$ cat config.mk
export PLATFORM = sky130hd
export DESIGN_NAME = mem_stage_ctrl
export DESIGN_NICKNAME = d
export VERILOG_FILES = /design/src/rtl/mem_stage_ctrl.sv
export SDC_FILE = /design/constraint.sdc
export NUM_CORES = 1
export LEC_CHECK = 0
export ABC_AREA = 1
export BUFFER_PORTS_ARGS = -buffer_cell sky130_fd_sc_hd__buf_2
export CAP_MARGIN = 10
export CORE_ASPECT_RATIO = 1.4
export CORE_UTILIZATION = 31
export DETAILED_ROUTE_END_ITERATION = 6
export MAX_ROUTING_LAYER = met4
export PLACE_DENSITY = 0.62
export SLEW_MARGIN = 20
export SYNTH_ARGS = -nofsm -noshare
export SYNTH_HDL_FRONTEND = slang
export SYNTH_SLANG_ARGS = --single-unit
$ cat constraint.sdc
create_clock -name clk -period 2.7 [get_ports clk]
set_clock_uncertainty 0.05 [all_clocks]
set_input_delay 0.54 -clock clk [delete_from_list [all_inputs] [get_ports clk]]
set_output_delay 0.54 -clock clk [all_outputs]
set_load 0.01 [all_outputs]
$ cat src/rtl/mem_stage_ctrl.sv
// Memory-stage controller: turns the load/store held in EX/M into a single data-cache
// request, stalls until the cache completes, and holds the result while the pipe is frozen.
module mem_stage_ctrl #(
    parameter int ADDR_W = 16,
    parameter int DATA_W = 16
) (
    input  logic              clk,
    input  logic              rst,
    input  logic              mem_rd,
    input  logic              mem_wr,
    input  logic [ADDR_W-1:0] addr,
    input  logic [DATA_W-1:0] wdata,
    input  logic              stall_in,
    input  logic              c_done,
    input  logic              c_stall,
    input  logic [DATA_W-1:0] c_data_out,
    input  logic              c_err,
    output logic [ADDR_W-1:0] c_addr,
    output logic [DATA_W-1:0] c_data_in,
    output logic              c_rd,
    output logic              c_wr,
    output logic [DATA_W-1:0] mem_out,
    output logic              stall_out,
    output logic              err
);

    localparam logic [1:0] S_IDLE = 2'd0;
    localparam logic [1:0] S_WAIT = 2'd1;
    localparam logic [1:0] S_HOLD = 2'd2;

    logic [1:0]        state_q, state_d;
    logic [DATA_W-1:0] data_q, data_d;

    logic              req, bad_req;
    logic              issue, finish, stall, hold_out;
    logic [DATA_W-1:0] result;

    assign req     = (mem_rd ^ mem_wr) & ~addr[0];
    assign bad_req = (mem_rd | mem_wr) & ~req;
    assign result  = mem_rd ? c_data_out : '0;

    always_comb begin
        state_d  = state_q;
        data_d   = data_q;
        issue    = 1'b0;
        finish   = 1'b0;
        stall    = 1'b0;
        hold_out = 1'b0;
        case (state_q)
            S_IDLE: begin
                if (req) begin
                    if (c_stall) begin
                        stall = 1'b1;
                    end else begin
                        issue = 1'b1;
                        if (c_done) begin
                            finish = 1'b1;
                            if (stall_in) state_d = S_HOLD;
                        end else begin
                            stall   = 1'b1;
                            state_d = S_WAIT;
                        end
                    end
                end
            end
            S_WAIT: begin
                if (c_done) begin
                    finish  = 1'b1;
                    state_d = stall_in ? S_HOLD : S_IDLE;
                end else begin
                    stall = 1'b1;
                end
            end
            S_HOLD: begin
                // Access already done; just replay the result until the freeze lifts.
                hold_out = 1'b1;
                if (!stall_in) state_d = S_IDLE;
            end
            default: state_d = S_IDLE;
        endcase
        if (finish) data_d = result;
    end

    always_ff @(posedge clk or posedge rst) begin
        if (rst) begin
            state_q <= S_IDLE;
            data_q  <= '0;
        end else begin
            state_q <= state_d;
            data_q  <= data_d;
        end
    end

    assign c_addr    = addr;
    assign c_data_in = wdata;

    // Reset also silences the combinational outputs so an abandoned request cannot leak out.
    assign c_rd      = ~rst & issue & mem_rd;
    assign c_wr      = ~rst & issue & mem_wr;
    assign stall_out = ~rst & stall;
    assign err       = ~rst & (bad_req | (finish & c_err));
    assign mem_out   = rst      ? '0     :
                       finish   ? result :
                       hold_out ? data_q : '0;

endmodule
Word-level counts from Yosys, hierarchy flattened:

Index checks and enable logic that the tools add are counted.
W data, S select, Z words.

* bits of input ports: 56
* bits in registers: 18
* word-level logic and storage cells: 49

* multiplexer cells: 24
* equal/unequal tests: 7
* reductions and logical operators: 2
* bitwise operators: 14

Operators with widths (count)
* $mux W16: 4
* $mux W2: 7
* $mux W1: 10
* $and A1 B1 Y1: 8
* $ne A2 B2 Y1 const B: 4
* $pmux W2 S3: 1
* $reduce_and A5 Y1: 1
* $pmux W1 S2: 2
* $ne A3 B3 Y1 const B: 1
* $not A1 Y1: 3
* $eq A2 B1 Y1 const B: 1
* $eq A2 B2 Y1 const B: 1
* $logic_not A2 Y1: 1
* $or A1 B1 Y1: 2
* $xor A1 B1 Y1: 1

Logic depth before layout (Yosys ltp):

* depth in word-level cells: 7
* gate-level depth with buffers: 10
* gate-level depth less buffers: 7

Worst setup path after synthesis:

Ideal clock, no wire load.

* kind: input to output
* start point: input mem_rd
* end point: output mem_out[10]
* stages: 9
* data required time: 2.110 ns
* arrival: 1.883 ns
* setup slack: 0.227 ns
* path through: buf_2 buf_2 inv_1 ha_1 nand3_1 nand2_4 buf_12 nand3_2 a21oi_2

* longest elaborated chain between the ends: 6

Ends and longest elaborated chain
* from (decl): RTL line 9 `input logic mem_rd,`
* $xor A1 B1 Y1: RTL line 38 `assign req = (mem_rd ^ mem_wr) & ~addr[0];`
* $and A1 B1 Y1: RTL line 38
* $mux W1: RTL line 51 `if (req) begin`
* $pmux W1 S2: RTL line 49 `case (state_q)`
* $mux W16 *: RTL line 103 `finish ? result :`
* $mux W16 *: RTL line 102 `assign mem_out = rst ? '0 :`
* to (decl): RTL line 22 `output logic [DATA_W-1:0] mem_out,`

Every way passes the cells marked *; elsewhere a longest branch is shown, timed or not.

Worst setup path in the final report:

* start point: input mem_rd
* end point: output mem_out[12]

The elaborated chain is that of the path after synthesis.

==> impl_results.md <==
- Placed cell count: ~280
- Final Setup Violations: 0
- Fmax: roughly 410 MHz
- WP data required: approximately 2100 ps
- Fraction of registers with async set/reset: 1.00
- Post-route insts no fill: roughly 290
- Die height: about 85 um
- Initial detailed-routing violation count: 38
- WL final: ~3300 um
- Sequential area share after synthesis: 0.293
- Post-Route Setup TNS: 0 ps
- Via Count: ~1300
- GRT overflow: 0
- Synth Flop Type: dfrtp_1
- Number of global-route vias before repair: roughly 1300
- Pins Over Slew Limit: 0
- FF-to-FF path depth: 5
- Syn_nets: 270
- Clock buffer depth: 2
- Multi-input logic area: 661 um^2
- Ant diodes: 0
- # resized after CTS: 0
- Post-CTS setup buffers: 0
- CTS Root Buffer Type: clkbuf_8
- Wirelength per Cell: about 11 um
- Leak pwr: approximately 0.96 nW
- Hold-fix buffers, CTS: 0
- Routability cong.: approximately 0.76
- Post-synth top cells: nand2_1 (73), buf_4 (32), inv_1 (23)
- # Max-Cap Violations: 0
- Top cell type's share of synthesized area: 0.293
- Initial antenna violation count: 0
- Peak supply drop: 0.000219 V
- Hold_sp: data_q[9]
- Final hold vios: 0
- Core area: between 0.004 and 0.005 mm^2
- Crit share post-route: 0.909
- R2R Setup Slk: 1320 ps
- Pwr Density: roughly 630 mW/mm^2
- CTS tree: yes
- Distinct cells, synth: 17
- Final Core Density: 0.345
- Syn_area_per_cell: about 7.2 um^2
- Slew HR: 0.669
- RSZ-0062 raised after global routing: no
- CP max FO: 18
- # IOs: between 100 and 150
- GRT Total Usage: 0.139
- NumNets Final: ~280
- Post-synth EDFFs: 0
- First-pass GRT wire length: between 5000 and 6000 um
- Area Growth Syn to Fin: 4.24%
- Most frequent cell after synthesis: nand2_1
- Via density: roughly 4.5
- H-tree levels: 1
- Yosys reg bits: 18
- Fillers: 545
- Worst reg2reg path startpoint: state_q[1]
- Full die area: 0.00524 mm^2
- Leading area contributor after synthesis: dfrtp_1
- DR pass1 iterations: 4
- Synth top area cells: dfrtp_1 (29%), nand2_1 (18%), buf_4 (16%), nand3_2 (6.5%), a21oi_2 (5.7%)
- Die Width: 61.5 um
- Worst Hold Path Cells: 2
- IO buf count: 45
- Post-Syn Area: ~0.0015 mm^2
- Critical path arrival: around 1900 ps
- Share of cells above drive strength 1: 0.358
- Syn Inst Count: between 200 and 250
- Status: finished, final reports clean
- Crit end category: output pin
- Initial Util: 0.331
- Type of the worst min-delay path: flop to flop
- Hpwl dp: ~2400 um
- Storage cell area: around 450 um^2
- DR DRC count: 0
- Slew @ Worst Pin: ~500 ps
- Sink Count: 18
- CTS clk-pin slew, worst paths: roughly 70 ps
- CP Class: primary input to output pin
- Worst-Skew Late Latency: ~250 ps
- Largest net degree at the start of global routing: 20
- Min-Delay Endpoint: data_q[9]
- Cell row count: 29
- Total CTS buffers: 3
- Reg2Reg Capture Point: data_q[4]
- Period minus WS final: 2450 ps
- Final ANT Viol Nets: 0
- CP Launch Type: primary input
- Yosys warnings: 0
-- worst max path at each step --
stage / start / end / slack (ps) / depth (start not counted)
4_1_cts: mem_rd / mem_out[4] / 200 / 8
3_5_place_dp: mem_rd / mem_out[2] / 210 / 8
5_1_grt: mem_rd / mem_out[12] / 50 / 8
3_3_place_gp: mem_rd / mem_out[3] / 250 / 8
6_report: mem_rd / mem_out[12] / 250 / 8
2_1_floorplan: mem_rd / mem_out[10] / 230 / 9
-- cell type report --
| type | count | area share |
|---|---|---|
| clock buffers | 4 | 0.0344 |
| inverters | 27 | 0.0633 |
| multi-input cells | 128 | 0.413 |
| flip-flops and latches | 18 | 0.281 |
| well taps | 62 | 0.0485 |
| repair buffers | 49 | 0.160 |
-- registers in the layout, summed over array words and instances (netlist names) --
register,flops
data_q,16
state_q,2
-- kinds of logic (layout without fill, tap and decap cells) --
logic type,Yosys count,count (layout),synth area share
buffers and inverters,67,80,0.276
DFF,18,18,0.293
AOI/OAI and AO/OA,20,20,0.0896
and+or+nand+nor,107,107,0.333
adders and majority gates,1,1,0.00815
-- metrics by stage --
| stage | power, mW | hold slack [ps] | cell area, um^2 | worst slack, ps |
|---|---|---|---|---|
| 2_1_floorplan | 0.772 | 392 | 1540 | 227 |
| 3_3_place_gp | 0.790 | 403 | 1550 | 246 |
| 3_5_place_dp | 0.800 | 409 | 1550 | 214 |
| 4_1_cts | 1.03 | 428 | 1600 | 200 |
| 5_1_grt | 1.10 | 443 | 1600 | 49.2 |
| 6_report | 1.01 | 422 | 1600 | 245 |
-- critical path: stages --
cell     delay, ps
buf_2           90
inv_1           60
ha_1           290
nand3_1        160
nand2_4        270
nand3_1        140
a21oi_1        160
buf_2          150
-- placed cells by master, fill, tap and decap left out, drive strengths merged --
master / Yosys / layout
nand3: 23 / 23
o21ai: 1 / 1
clkbuf: 0 / 4
ha: 1 / 1
dfrtp: 18 / 18
nor2: 9 / 9
nand2: 75 / 75
buf: 40 / 49
inv: 27 / 27
a21oi: 19 / 19
-- power breakdown --
part           internal [mW]  switching [mW]  leakage [nW]
Sequential             0.359          0.0551         0.236
Clock                  0.129          0.0899        0.0288
Combinational          0.129           0.244         0.692
Total                  0.617           0.389         0.957
-- per-layer routing --
layer  share of wire  vias to the layer above  routed length, um  GRT usage
li1                -                      644                  -          -
met1            0.42                      588               1360      0.158
met2            0.52                       42               1710      0.243
met3           0.050                        8                164     0.0152
met4           0.013                        0                 44     0.0505
met5               0                        -                  0          -
No activity file was read; power rests on OpenSTA's default activity.
